==> src/rtl/bram_arbiter.sv <==
// Two-port round-robin front end for a single-port, read-first BRAM.
// Byte-strobed partial writes are done as read (accept cycle) then merged write (MERGE).
module bram_arbiter #(
  parameter int ADDR_WIDTH = 10,
  parameter int DATA_WIDTH = 32
) (
  input  logic                      clk,
  input  logic                      rst_n,

  input  logic                      m0_req_valid,
  output logic                      m0_req_ready,
  input  logic [ADDR_WIDTH-1:0]     m0_req_addr,
  input  logic                      m0_req_we,
  input  logic [DATA_WIDTH/8-1:0]   m0_req_wstrb,
  input  logic [DATA_WIDTH-1:0]     m0_req_wdata,
  output logic                      m0_rsp_valid,
  output logic [DATA_WIDTH-1:0]     m0_rsp_rdata,

  input  logic                      m1_req_valid,
  output logic                      m1_req_ready,
  input  logic [ADDR_WIDTH-1:0]     m1_req_addr,
  input  logic                      m1_req_we,
  input  logic [DATA_WIDTH/8-1:0]   m1_req_wstrb,
  input  logic [DATA_WIDTH-1:0]     m1_req_wdata,
  output logic                      m1_rsp_valid,
  output logic [DATA_WIDTH-1:0]     m1_rsp_rdata,

  output logic                      bram_we,
  output logic [ADDR_WIDTH-1:0]     bram_addr,
  output logic [DATA_WIDTH-1:0]     bram_din,
  input  logic [DATA_WIDTH-1:0]     bram_dout
);

  localparam int NB = DATA_WIDTH / 8;

  typedef enum logic [1:0] {
    ST_IDLE  = 2'd0,
    ST_RESP  = 2'd1,
    ST_MERGE = 2'd2
  } state_t;

  function automatic logic [DATA_WIDTH-1:0] merge_bytes(
    input logic [DATA_WIDTH-1:0] old_word,
    input logic [DATA_WIDTH-1:0] new_word,
    input logic [NB-1:0]         strb
  );
    logic [DATA_WIDTH-1:0] res;
    res = old_word;
    for (int i = 0; i < NB; i++) begin
      if (strb[i]) begin
        res[i*8 +: 8] = new_word[i*8 +: 8];
      end else begin
        res[i*8 +: 8] = old_word[i*8 +: 8];
      end
    end
    return res;
  endfunction

  state_t                  state_q, state_d;
  logic                    last_grant_q, last_grant_d;
  logic                    grant_q, grant_d;
  logic [ADDR_WIDTH-1:0]   addr_q, addr_d;
  logic [NB-1:0]           wstrb_q, wstrb_d;
  logic [DATA_WIDTH-1:0]   wdata_q, wdata_d;
  logic [DATA_WIDTH-1:0]   m0_rdata_q, m0_rdata_d;
  logic [DATA_WIDTH-1:0]   m1_rdata_q, m1_rdata_d;

  logic                    grant_s;
  logic                    accept_s;
  logic [ADDR_WIDTH-1:0]   sel_addr_s;
  logic                    sel_we_s;
  logic [NB-1:0]           sel_wstrb_s;
  logic [DATA_WIDTH-1:0]   sel_wdata_s;
  logic                    full_s;
  logic                    partial_s;
  logic                    ready0_s, ready1_s;
  logic                    we_s;
  logic [ADDR_WIDTH-1:0]   baddr_s;
  logic [DATA_WIDTH-1:0]   din_s;
  logic                    rsp0_s, rsp1_s;

  // Round-robin pick: on a tie the requester not granted last time wins.
  always_comb begin
    grant_s = 1'b0;
    if (m0_req_valid && m1_req_valid) begin
      grant_s = ~last_grant_q;
    end else if (m1_req_valid) begin
      grant_s = 1'b1;
    end else begin
      grant_s = 1'b0;
    end
  end

  assign accept_s    = (state_q != ST_MERGE) && (m0_req_valid || m1_req_valid);
  assign sel_addr_s  = grant_s ? m1_req_addr  : m0_req_addr;
  assign sel_we_s    = grant_s ? m1_req_we    : m0_req_we;
  assign sel_wstrb_s = grant_s ? m1_req_wstrb : m0_req_wstrb;
  assign sel_wdata_s = grant_s ? m1_req_wdata : m0_req_wdata;
  assign full_s      = sel_we_s && (sel_wstrb_s == {NB{1'b1}});
  assign partial_s   = sel_we_s && (sel_wstrb_s != {NB{1'b0}}) && !full_s;

  // Next state, BRAM port drive and request capture.
  always_comb begin
    state_d      = state_q;
    last_grant_d = last_grant_q;
    grant_d      = grant_q;
    addr_d       = addr_q;
    wstrb_d      = wstrb_q;
    wdata_d      = wdata_q;
    ready0_s     = 1'b0;
    ready1_s     = 1'b0;
    we_s         = 1'b0;
    baddr_s      = {ADDR_WIDTH{1'b0}};
    din_s        = {DATA_WIDTH{1'b0}};
    case (state_q)
      ST_MERGE: begin
        we_s    = 1'b1;
        baddr_s = addr_q;
        din_s   = merge_bytes(bram_dout, wdata_q, wstrb_q);
        state_d = ST_RESP;
      end
      ST_IDLE, ST_RESP: begin
        if (accept_s) begin
          ready0_s     = ~grant_s;
          ready1_s     = grant_s;
          last_grant_d = grant_s;
          grant_d      = grant_s;
          addr_d       = sel_addr_s;
          wstrb_d      = sel_wstrb_s;
          wdata_d      = sel_wdata_s;
          baddr_s      = sel_addr_s;
          if (full_s) begin
            we_s    = 1'b1;
            din_s   = sel_wdata_s;
            state_d = ST_RESP;
          end else if (partial_s) begin
            we_s    = 1'b0;
            state_d = ST_MERGE;
          end else begin
            we_s    = 1'b0;
            state_d = ST_RESP;
          end
        end else begin
          state_d = ST_IDLE;
        end
      end
      default: begin
        state_d = ST_IDLE;
      end
    endcase
  end

  // The BRAM's registered dout is the response word; the idle requester keeps its last one.
  assign rsp0_s     = (state_q == ST_RESP) && !grant_q;
  assign rsp1_s     = (state_q == ST_RESP) && grant_q;
  assign m0_rdata_d = rsp0_s ? bram_dout : m0_rdata_q;
  assign m1_rdata_d = rsp1_s ? bram_dout : m1_rdata_q;

  // Control and capture registers.
  always_ff @(posedge clk or negedge rst_n) begin
    if (!rst_n) begin
      state_q      <= ST_IDLE;
      last_grant_q <= 1'b1;
      grant_q      <= 1'b0;
      addr_q       <= {ADDR_WIDTH{1'b0}};
      wstrb_q      <= {NB{1'b0}};
      wdata_q      <= {DATA_WIDTH{1'b0}};
      m0_rdata_q   <= {DATA_WIDTH{1'b0}};
      m1_rdata_q   <= {DATA_WIDTH{1'b0}};
    end else begin
      state_q      <= state_d;
      last_grant_q <= last_grant_d;
      grant_q      <= grant_d;
      addr_q       <= addr_d;
      wstrb_q      <= wstrb_d;
      wdata_q      <= wdata_d;
      m0_rdata_q   <= m0_rdata_d;
      m1_rdata_q   <= m1_rdata_d;
    end
  end

  // Gating with rst_n keeps the BRAM quiet even in the cycle reset lands mid-MERGE.
  assign m0_req_ready = rst_n & ready0_s;
  assign m1_req_ready = rst_n & ready1_s;
  assign bram_we      = rst_n & we_s;
  assign bram_addr    = rst_n ? baddr_s : {ADDR_WIDTH{1'b0}};
  assign bram_din     = rst_n ? din_s   : {DATA_WIDTH{1'b0}};
  assign m0_rsp_valid = rsp0_s;
  assign m1_rsp_valid = rsp1_s;
  assign m0_rsp_rdata = m0_rdata_d;
  assign m1_rsp_rdata = m1_rdata_d;

endmodule

==> config.mk <==
export PLATFORM = sky130hd
export DESIGN_NAME = bram_arbiter
export DESIGN_NICKNAME = d
export VERILOG_FILES = /design/src/rtl/bram_arbiter.sv
export SDC_FILE = /design/constraint.sdc
export NUM_CORES = 1
export LEC_CHECK = 0
export BUFFER_PORTS_ARGS = -buffer_cell sky130_fd_sc_hd__buf_4
export CAP_MARGIN = 20
export CORE_MARGIN = 10
export CORE_UTILIZATION = 35
export CTS_BUF_LIST = sky130_fd_sc_hd__clkbuf_4 sky130_fd_sc_hd__clkbuf_8
export CTS_CLUSTER_DIAMETER = 60
export DETAILED_ROUTE_END_ITERATION = 8
export PLACE_DENSITY = 0.69
export SYNTH_ARGS = -nofsm -noshare
export SYNTH_HDL_FRONTEND = slang
export SYNTH_SLANG_ARGS = --single-unit
==> constraint.sdc <==
create_clock -name clk -period 2.2 [get_ports clk]
set_input_delay 0.11 -clock clk [delete_from_list [all_inputs] [get_ports clk]]
set_output_delay 0.11 -clock clk [all_outputs]
set_load 0.005 [all_outputs]
Yosys cells after proc, flatten, opt, wreduce, memory -nomap -nowiden
Cells that the tools add are included.
{"block": "word_totals", "in_bits": 130, "out_inout_bits": 111, "wordCells": 61, "register_bits": 114}
{"block": "classes", "mux": 30, "eq_ne": 4, "reduce_logical": 14, "bitwise_logic": 5}
{"op": "$mux 32", "n": 6}
{"op": "$pmux 32 s2", "n": 1}
{"op": "$mux 8", "n": 4}
{"op": "$mux 10", "n": 3}
{"op": "$pmux 10 s2", "n": 1}
{"op": "$mux 1", "n": 9}
{"op": "$logic_and 1x1->1", "n": 7}
{"op": "$mux 2", "n": 3}
{"op": "$eq 4x4->1 const B", "n": 1}
{"op": "$mux 4", "n": 1}
{"op": "$pmux 2 s2", "n": 1}
{"op": "$reduce_bool 4->1", "n": 1}
{"op": "$and 1x1->1", "n": 3}
{"op": "$eq 2x1->1 const B", "n": 1}
{"op": "$eq 2x2->1 const B", "n": 1}
{"op": "$logic_not 1->1", "n": 2}
{"op": "$logic_not 2->1", "n": 1}
{"op": "$ne 2x2->1 const B", "n": 1}
{"op": "$not 1->1", "n": 2}
{"op": "$pmux 1 s2", "n": 1}
{"op": "$reduce_and 2->1", "n": 1}
{"op": "$reduce_or 2->1", "n": 1}
{"op": "$logic_or 1x1->1", "n": 1}

Longest topological paths before layout
Gate-level depths: netlist (run 1).
{"block": "depth", "ltp_word": 11, "ltp_mapped": 6, "mapped_depth_nobuf": 4}

Worst setup path after synthesis (run 1)
No wires, ideal clock.
{"block": "synth_path", "kind": "reg-to-output", "startpoint": "register last_grant_q", "endpoint": "output bram_din[14]", "stages_incl_launch_ff": 7, "t_required_ns": 2.090, "path_buffers": 2, "arrival_time_ns": 1.624, "setup_slack_ns": 0.466, "cell_sequence": "dfstp_2 a21bo_1 buf_6 or3_4 a211o_1 buf_6 o22ai_2"}
{"block": "synth_between", "elab_chain_len": 9, "word_cells_on_any_way": 11, "classes_between": "eq/ne (1); mux (8); bitwise (1); reduce/logical (1)"}
{"element": "from (decl)", "line_no": "60", "rtl": "logic last_grant_q, last_grant_d;"}
{"element": "from (signal assigned)", "line_no": "172", "rtl": "last_grant_q <= last_grant_d;"}
{"element": "$not 1->1 *", "line_no": "86", "rtl": "grant_s = ~last_grant_q;"}
{"element": "$mux 1 *", "line_no": "85", "rtl": "if (m0_req_valid && m1_req_valid) begin"}
{"element": "$mux 4", "line_no": "97", "rtl": "assign sel_wstrb_s = grant_s ? m1_req_wstrb : m0_req_wstrb;"}
{"element": "$eq 4x4->1", "line_no": "99", "rtl": "assign full_s = sel_we_s && (sel_wstrb_s == {NB{1'b1}});"}
{"element": "$logic_and 1x1->1", "line_no": "99"}
{"element": "$mux 32 *", "line_no": "132", "rtl": "if (full_s) begin"}
{"element": "$mux 32 *", "line_no": "123", "rtl": "if (accept_s) begin"}
{"element": "$pmux 32 s2 *", "line_no": "115", "rtl": "case (state_q)"}
{"element": "$mux 32 *", "line_no": "187", "rtl": "assign bram_din = rst_n ? din_s : {DATA_WIDTH{1'b0}};"}
{"element": "to (decl)", "line_no": "30", "rtl": "output logic [DATA_WIDTH-1:0] bram_din,"}
Every way passes the cells marked *; elsewhere a longest branch is shown, timed or not.

Worst setup path in the final report (run 1)
{"block": "layout_path", "startpoint": "register last_grant_q", "endpoint": "output bram_din[20]"}
Same word-level chain as after synthesis.

==> run metrics, run 1 <==
CP max stage delay 0.38 ns; chip height 144 um; status finished, violations left; total design power 9.09 mW; CP arrival 2.20 ns; leading area contributor after synthesis dfrtp_1; Critical Path Fanout Max 11; Worst setup startpoint last_grant_q$_DFFE_PN1P_; CP Launch Type flop; CTS Sinks roughly 110; sequential area share after synthesis 0.532; drt first pass iters 4; CTS max path bufs 2; CTS tree yes; DRC viols 0; design area 0.00965 mm2; setup_tns -1.20 ns; vias after detailed routing 5667; GP Congestion approximately 0.8; global-route wire length before repair 33.7 mm; hold slack 0.0409 ns; Reg2Reg Launch Point last_grant_q$_DFFE_PN1P_; Area after DPL approximately 0.0074 mm2; Max Slew Vio Count 0; Peak VDD IR 0.569 mV; synthesized net count ~660; Primary FF master, synth dfrtp_1; Iteration-0 DRC Markers 274; share of layout cells above drive strength 1 0.437; smallest setup slack after layout -0.111 ns; Skew-Pair Late Insertion Delay between 0.4 and 0.5 ns; Worst setup EP type primary output; I/O pin count about 240; fmax 433 MHz; failing checks setup timing; Syn Area/Cell 10.1 um2; worst rel slew slack 0.466; Commonest cells post-synth 186 x nand2_1, 113 x dfrtp_1, 47 x mux2i_1, 32 x mux2_2, 31 x a22oi_1; CTS clock-pin slew for the worst setup and hold paths approximately 0.070 ns; Vias per Instance between 5 and 6; min cycle time layout 2.31 ns; RSZ-0062 raised after global routing true; Final Cycle Share 1.05; EDFF count, synth 0; Root Driver clkbuf_8; Req. time, crit path 2.09 ns; hold violation count in the final report 0; # fillers 1160; Synth top area share 0.527; Worst Clk Skew about 0.012 ns; Seq cells post-synth approximately 110; Port Buffers 240; hold path start m1_req_wstrb[3]; Final HPWL DP 13.9 mm; Yosys cell types 35; vias in the first global route 5997; CP Cell Sequence a21bo_4 -> or3_4 -> a211o_1 -> buf_12 -> o22ai_4 -> buf_6; Routed WL 23.2 mm; Yosys Warn Count 0; min-delay worst type in2reg; nets 1038; H-tree level count 4; largest net degree at the start of global routing 66; initial core utilization 0.356; Max Cap Violations 0; Lkg Pwr about 4.6 nW; CORE AREA 0.0151 mm2; antenna cell count 0; main area contributors after synthesis dfrtp_1 53%, nand2_1 13%, mux2i_1 8.8%; Setup CP Type reg2out; Site Rows 45; most common cell in the netlist nand2_1; fin util 0.640; Layout area overhead 79.8%; async set-or-reset flop fraction in the synthesized netlist 1.00; Critical-path top delay cell dfstp_2; antenna violations before repair 0; worst-margin pin slew 0.801 ns; antenna-violating nets left 0; Die Area 0.0207 mm2; Num CTS Buffers 17; final setup fails 25; drt wl/cell roughly 21 um; Die W 144 um; PD cells 942 mW/mm2; GRT Overall Usage 0.213; mapped cell area about 0.0054 mm2; total gr overflow 0; Cells after Synth roughly 530
## where the power goes
group	internal (mW)	total, mW	switching [mW]
registers	2.87	3.20	0.330
clock network	1.44	2.28	0.840
logic	1.96	3.61	1.65
total	6.27	9.09	2.82
## flip-flops by register name, summed over array words and instances (netlist names)
name / cells
addr_q: 10
grant_q: 1
last_grant_q: 1
m0_rdata_q: 32
m1_rdata_q: 32
state_q: 2
wdata_q: 32
wstrb_q: 4
## worst paths after layout
path,endpoint,slack (ns),depth (start not counted)
max,bram_din[20],-0.11,6
min,wstrb_q[3]$_DFFE_PN0P_,0.04,3
max reg2reg,wdata_q[6]$_DFFE_PN0P_,0.03,8
min reg2reg,m1_rdata_q[10]$_DFF_PN0_,0.47,2
max in group asynchronous,m0_rdata_q[23]$_DFF_PN0_,1.05,3
min in group asynchronous,m0_rdata_q[7]$_DFF_PN0_,0.42,3
## cell families (layout without fill, tap and decap cells)
logic type / Yosys count / after routing / synth area share
simple gates: 203 / 204 / 0.152
flops: 114 / 114 / 0.532
compound gates: 98 / 98 / 0.130
mux: 79 / 79 / 0.155
buf+inv: 40 / 425 / 0.0319
## final cells by class
type	count	area, um2	share of cell area
Multi-Input combinational cell	381	2660	0.276
Tap cell	188	235	0.0244
Inverter	3	11.3	0.00117
Clock inverter	10	180	0.0187
Timing Repair Buffer	391	3430	0.355
Sequential cell	114	2860	0.296
Clock buffer	21	283	0.0293
## stage by stage
step / std cells / setup WS [ns]
after floorplan: 534 / 0.466
after global placement: 942 / 0.0879
after detailed placement: 942 / 0.0657
after CTS: 1099 / -0.123
after global routing: 1108 / -0.177
final: 1108 / -0.111
## cell usage in the layout (no fill, tap or decap), drive strengths merged, types with 2 or more instances in the layout
| cell | n |
|---|---|
| a21o | 3 |
| buf | 275 |
| nor2b | 3 |
| a21oi | 10 |
| dlygate4sd3 | 112 |
| clkbuf | 24 |
| inv | 3 |
| bufinv | 5 |
| mux2 | 32 |
| nand4 | 2 |
| clkinvlp | 2 |
| nand2 | 186 |
| clkinv | 3 |
| dfrtp | 113 |
| o21ai | 16 |
| a22oi | 31 |
| mux2i | 47 |
| o22ai | 32 |
| nor2 | 3 |
| nor3b | 2 |
## worst max-delay path, delay by kind of cell, from the launching register on
family	cells	cell delay, ns
AO/OA/AOI/OAI	3	0.72
flip-flops	1	0.38
AND/OR/NAND/NOR	1	0.38
buffers and inverters	2	0.29
## per-layer routing
layer / vias to the layer above / GRT usage / share of wire
met1: 2781 / 0.244 / 0.40
li1: 2602 / - / -
met4: 0 / 0.0747 / 0.021
met3: 35 / 0.0752 / 0.086
met5: - / 0 / 0
met2: 249 / 0.359 / 0.50
## what timing repair did
item                                    in CTS  in global routing
endpoints found under the setup margin      43                 54
hold buffers                               113                  0
pin swaps                                    3                 13
buffers inserted                            10                  4
resized for setup                           24                 57
cloned                                       3                  5
endpoints found under the hold margin      218                  0
No activity file was read; power rests on OpenSTA's default activity.
==> run 2, diff against run 1 <==
--- a/config.mk
+++ b/config.mk
@@ -12,7 +12,7 @@
 export CTS_BUF_LIST = sky130_fd_sc_hd__clkbuf_4 sky130_fd_sc_hd__clkbuf_8
 export CTS_CLUSTER_DIAMETER = 60
 export DETAILED_ROUTE_END_ITERATION = 8
-export PLACE_DENSITY = 0.69
+export PLACE_DENSITY = 0.6
 export SYNTH_ARGS = -nofsm -noshare
 export SYNTH_HDL_FRONTEND = slang
 export SYNTH_SLANG_ARGS = --single-unit
==> run 2 against run 1 <==
The flow still finishes with violations (setup timing). Non-clock buffer count fell by 18. Maximum frequency fell by 0.86%. Hold slack got worse by 0.013 ns. Clock-buffer cell count fell by 2. Die area did not move. Clock power fell by 4%. First-iteration DRC count fell by 4.4%. Global-route usage rose by 0.41 points. Flip-flop and latch count did not move. Worst setup slack got worse by 0.020 ns. Critical path type unchanged. Critical endpoint is now bram_din[19].
==> run metrics, run 2 (same netlist as run 1, synthesis figures left out) <==
initial core utilization 0.356 (unchanged); top flop regs m0_rdata_q: 32 flops, m1_rdata_q: 32 flops, wdata_q: 32 flops; Skew-Pair Late Insertion Delay 0.44 ns (about the same); CTS tree yes; CP Launch Type flop; I/O pin count 241 (unchanged); Max Cap Violations 0 (unchanged); RSZ-0062 raised after global routing true; fin util 0.632 (-0.00779); Setup CP Type reg2out; GR peak layer met2; GRT Overall Usage 0.217 (+0.00405); hold violation count in the final report 0 (unchanged); commonest non-fill, non-tap cell in the layout buf_4; antenna cell count 0 (unchanged); final setup fails 33 (+32%); H-tree level count 4 (unchanged); Layout area overhead 77.6%; Num CTS Buffers 17 (unchanged); antenna violations before repair 0 (unchanged); largest net degree at the start of global routing 67 (+1.5%); Vias per Instance 5.12 (about the same); worst rel slew slack 0.423 (-0.0424); failing checks setup timing; smallest setup slack after layout -0.131 ns (-0.0201 ns); CORE AREA 0.0151 mm2 (unchanged); CTS clock-pin slew for the worst setup and hold paths 0.08 ns (about the same); Worst setup EP type primary output; Routed WL 23.2 mm (about the same); chip height 144 um (unchanged); min-delay worst type in2reg; global-route wire length before repair 34.4 mm (+2.0%); CTS Sinks 114 (unchanged); total gr overflow 0 (unchanged); vias after detailed routing 5583 (-1.5%); PD cells 943 mW/mm2 (about the same); CP arrival 2.22 ns (+0.02 ns); worst-margin pin slew 0.865 ns (+0.0636 ns); Area after DPL 0.00743 mm2 (+0.24%); Worst Clk Skew 0.0119 ns (+0.000158 ns); Final HPWL DP 14.8 mm (+7.0%); vias in the first global route 6037 (+0.67%); share of layout cells above drive strength 1 0.451 (+0.0138); Req. time, crit path 2.09 ns (about the same); Root Driver clkbuf_8; DRC viols 0 (unchanged); Port Buffers 240 (unchanged); design area 0.00953 mm2 (-1.2%); Iteration-0 DRC Markers 262 (-4.4%); Die W 144 um (unchanged); drt wl/cell 21.3 um (+1.6%); # fillers 1178 (+1.6%); antenna-violating nets left 0 (unchanged); CTS max path bufs 2 (unchanged); nets 1020 (-1.7%); Lkg Pwr 4.62 nW (-0.54%); Peak VDD IR 0.439 mV (-23%); GP Congestion 0.844 (+5.3%); Critical Path Fanout Max 11 (unchanged); GR Util met1 0.247 (+0.00300); status finished, violations left; fmax 429 MHz (-0.86%); commonest cells after routing, fill and taps aside 250 x buf_4, 185 x nand2_1, 112 x dfrtp_1; GR Util met2 0.362 (+0.00291); drt first pass iters 5 (+1); Die Area 0.0207 mm2 (unchanged); Site Rows 45 (unchanged); Final Cycle Share 1.06 (+0.00914); Max Slew Vio Count 0 (unchanged); met3 GRT Util 0.0772 (+0.00198); min cycle time layout 2.33 ns (+0.0201 ns)
## run 2: changes by cell type in the layout (fill, tap and decap cells not counted), sizes merged
cell	previous run	this run
buf	275	270
dlygate4sd3	112	89
inv	3	4
clkbuf	24	22
dlymetal6s4s	1	11
bufinv	5	4
clkinv	3	4
clkinvlp	2	4
## run 2: layer usage
metal | part of all wire | vias up
met5 | 0 | -
met4 | 0.033 | 0
met3 | 0.090 | 52
met2 | 0.49 | 281
met1 | 0.39 | 2679
li1 | - | 2571
## run 2: report_power, final
group	leakage [nW]	switching [mW]	internal, mW	total, mW
Combinational	3.03	1.65	1.93	3.58
Clock	0.214	0.908	1.29	2.20
Sequential	1.38	0.332	2.87	3.20
## run 2: layout make-up
cell class | instances | area [um2] | area share
clock inverter | 13 | 183 | 0.0192
timing repair buffer | 373 | 3300 | 0.346
inverter | 3 | 11.3 | 0.00118
tap | 188 | 235 | 0.0247
multi-input combinational | 381 | 2690 | 0.282
clock buffer | 19 | 262 | 0.0274
sequential | 114 | 2860 | 0.299
## run 2: what timing repair did
action                                 4_1_cts  5_1_grt
endpoints found under the hold margin      146        0
hold buffers                               100        0
resized for setup                           47       51
setup buffers                                9        0
gates cloned                                 3        4
setup endpoints to repair                   54       81
pin swaps                                    5       22
## run 2: worst paths after layout
check                      slack [ns]                startpoint  cells past startpoint                        to
min in group asynchronous        0.14                     rst_n                      2      state_q[1]$_DFF_PN0_
hold / removal                   0.03           m1_req_wstrb[3]                      3    wstrb_q[3]$_DFFE_PN0P_
setup reg to reg                 0.06  last_grant_q$_DFFE_PN1P_                      7   wdata_q[30]$_DFFE_PN0P_
max in group asynchronous        0.59                     rst_n                      4  m0_rdata_q[29]$_DFF_PN0_
hold reg to reg                  0.47  m1_rdata_q[28]$_DFF_PN0_                      2  m1_rdata_q[28]$_DFF_PN0_
setup / recovery                -0.13  last_grant_q$_DFFE_PN1P_                      6              bram_din[19]
## run 2: critical path, stage by stage (launching register included)
cell and delay [ns]:
dfstp_2 0.40, a21bo_4 0.22, or3_4 0.37, a211o_1 0.30, buf_12 0.17, o22ai_2 0.17, buf_4 0.14
## run 2: through the flow
step / TNS [ns] / instances / setup WS [ns] / power (mW) / hold WS [ns]
6_report: -2.03 / 1091 / -0.131 / 8.99 / 0.0284
2_1_floorplan: 0 / 534 / 0.466 / 4.52 / -0.186
3_5_place_dp: -0.00899 / 944 / -0.00899 / 6.36 / -0.0552
4_1_cts: -2.62 / 1088 / -0.155 / 8.91 / 0.0000785
3_3_place_gp: 0 / 944 / 0.0978 / 6.27 / -0.0533
5_1_grt: -5.40 / 1091 / -0.209 / 9.55 / 0.0285
==> run 3, diff against run 2 <==
--- a/config.mk
+++ b/config.mk
@@ -7,12 +7,12 @@
 export LEC_CHECK = 0
 export BUFFER_PORTS_ARGS = -buffer_cell sky130_fd_sc_hd__buf_4
 export CAP_MARGIN = 20
-export CORE_MARGIN = 10
+export CORE_MARGIN = 8
 export CORE_UTILIZATION = 35
-export CTS_BUF_LIST = sky130_fd_sc_hd__clkbuf_4 sky130_fd_sc_hd__clkbuf_8
 export CTS_CLUSTER_DIAMETER = 60
 export DETAILED_ROUTE_END_ITERATION = 8
 export PLACE_DENSITY = 0.6
+export SLEW_MARGIN = 10
 export SYNTH_ARGS = -nofsm -noshare
 export SYNTH_HDL_FRONTEND = slang
 export SYNTH_SLANG_ARGS = --single-unit
==> run 3 against run 2 <==
The run still ends with setup timing left. Utilization down 0.29 points. First-iteration DRC count rose by 28%. Clock skew decreased by 0.0032 ns. Global-route usage is 0.38 points higher. Non-clock buffer count grew 4. Combinational power about the same. Critical path depth up 1. Routed wire length down 2.3%. Die area shrank 5.5%. Cell area fell by 0.46%. Maximum frequency decreased by 4.3%.
==> run metrics, run 3 (same netlist as run 1, synthesis figures left out) <==
status finished, violations left; failing checks setup timing; RSZ-0062 raised after global routing true; CORE AREA 0.0151 mm2 (unchanged); setup_tns -6.04 ns (-4.01 ns); initial core utilization 0.356 (unchanged); Num CTS Buffers 17 (unchanged); FF+latch area 0.00286 mm2 (unchanged); antenna cell count 0 (unchanged); Final HPWL DP 14.6 mm (-1.5%); hold slack 0.0373 ns (+0.00893 ns); antenna violations before repair 0 (unchanged); chip height 140 um (-2.8%); final setup fails 44 (+33%); Routed WL 22.7 mm (-2.3%); PD cells 988 mW/mm2 (+4.8%); Layout area overhead 76.8%; Worst Clk Skew 0.00863 ns (-0.00325 ns); CP Launch Type flop; H-tree level count 4 (unchanged); Setup CP Type reg2out; worst rel slew slack 0.439 (+0.0153); Layout Cells excl Fill 1095 (+0.37%); Site Rows 45 (unchanged); commonest cells after routing, fill and taps aside 257 x buf_4, 185 x nand2_1, 112 x dfrtp_1; GP Congestion 0.841 (-0.37%); GRT Overall Usage 0.221 (+0.00384); area of the multi-input gates 0.00255 mm2 (-5.2%); worst slack at placement 0.00366 ns (+0.0126 ns); Inst Count DP 946 (+0.21%); share of layout cells above drive strength 1 0.428 (-0.0229); total gr overflow 0 (unchanged); Max Cap Violations 0 (unchanged); I/O pin count 241 (unchanged); Critical-path top delay cell a211o_4; CP max stage delay 0.38 ns (-0.02 ns); drt wl/cell 20.7 um (-2.7%); smallest setup slack after layout -0.236 ns (-0.105 ns); total design power 9.37 mW (+4.3%); Worst Hold Depth 3 (unchanged); CP arrival 2.33 ns (+0.11 ns); Skew-Pair Late Insertion Delay 0.40 ns (-0.04 ns); hold violation count in the final report 0 (unchanged); worst-margin pin slew 0.842 ns (-0.0229 ns); top flop regs m0_rdata_q: 32 flops, m1_rdata_q: 32 flops, wdata_q: 32 flops; Lkg Pwr 4.65 nW (+0.69%); Worst setup EP type primary output; DRC viols 0 (unchanged); drt first pass iters 5 (unchanged); vias after detailed routing 5605 (+0.39%); global-route wire length before repair 33.9 mm (-1.3%); FF-to-FF path depth 10 (+3); Iteration-0 DRC Markers 336 (+28%); Root Driver clkbuf_16; CP top delay family compound AO/OA/AOI/OAI gates; Die W 140 um (-2.8%); Req. time, crit path 2.09 ns (about the same); min-delay worst type in2reg; Max Slew Vio Count 0 (unchanged); CTS tree yes; Buf/Inv on CP 3 (+1); Vias per Instance 5.12 (about the same); Peak VDD IR 0.594 mV (+35%); antenna-violating nets left 0 (unchanged); CTS Sinks 114 (unchanged); Die Area 0.0196 mm2 (-5.5%); Critical Path Fanout Max 6 (-5); CP Cell Sequence a21bo_1 -> buf_6 -> or3_4 -> a211o_4 -> buf_12 -> o22ai_2 -> buf_4; Port Buffers 240 (unchanged); min cycle time layout 2.44 ns (+0.105 ns); commonest non-fill, non-tap cell in the layout buf_4; Final Cycle Share 1.11 (+0.0478); nets 1024 (+0.39%); cell depth of the worst setup path 7 (+1); vias in the first global route 6111 (+1.2%); fmax 410 MHz (-4.3%); CTS clock-pin slew for the worst setup and hold paths 0.05 ns (-0.03 ns); CTS max path bufs 2 (unchanged); largest net degree at the start of global routing 67 (unchanged); # fillers 1189 (+0.93%)
==> run 3: path summary, 6_finish.rpt <==
kind | from | end | slack, ns
worst max register to register | last_grant_q$_DFFE_PN1P_ | wdata_q[27]$_DFFE_PN0P_ | -0.05
worst min-delay path | m0_req_wstrb[0] | wstrb_q[0]$_DFFE_PN0P_ | 0.04
worst max-delay path | last_grant_q$_DFFE_PN1P_ | bram_din[19] | -0.24
worst min register to register | m1_rdata_q[28]$_DFF_PN0_ | m1_rdata_q[28]$_DFF_PN0_ | 0.48
max in group asynchronous | rst_n | wdata_q[19]$_DFFE_PN0P_ | 1.07
min in group asynchronous | rst_n | state_q[1]$_DFF_PN0_ | 0.50
==> run 3: stage by stage <==
step                 util  area, um2
finish              0.629       9490
global route        0.629       9490
CTS                 0.602       9090
detailed placement  0.493       7430
global placement    0.493       7430
floorplan               -       5370
==> run 3: layout make-up <==
class / count / share of cell area
sequential: 114 / 0.301
tap: 188 / 0.0248
clock inverter: 8 / 0.00804
timing repair buffer: 377 / 0.345
multi-input combinational: 381 / 0.268
inverter: 3 / 0.00119
clock buffer: 24 / 0.0518
==> run 3: worst register-to-register path: cells and delay by family, from the launching register on <==
family,cells,cell delay [ns]
AO/OA/AOI/OAI,1,0.09
buffers and inverters,6,1.16
flip-flops,1,0.53
AND/OR/NAND/NOR,3,0.40
==> run 3: routing by layer <==
| layer | global-route usage | share of wire | vias up |
|---|---|---|---|
| li1 | - | - | 2583 |
| met1 | 0.260 | 0.40 | 2734 |
| met2 | 0.376 | 0.50 | 266 |
| met3 | 0.0698 | 0.081 | 22 |
| met4 | 0.0686 | 0.013 | 0 |
| met5 | 0 | 0 | - |
==> run 3: what timing repair did <==
item | CTS | global route
endpoints found under the hold margin | 205 | 1
buffers inserted | 4 | 10
hold buffers | 93 | 2
pin swaps | 6 | 24
cloned | 2 | 6
endpoints found under the setup margin | 43 | 80
gates resized for setup | 19 | 60
==> run 3: where the power goes <==
| part | switching [mW] | internal (mW) |
|---|---|---|
| sequential | 0.315 | 2.88 |
| combinational | 1.65 | 1.92 |
| clock | 0.940 | 1.67 |
| total | 2.90 | 6.47 |
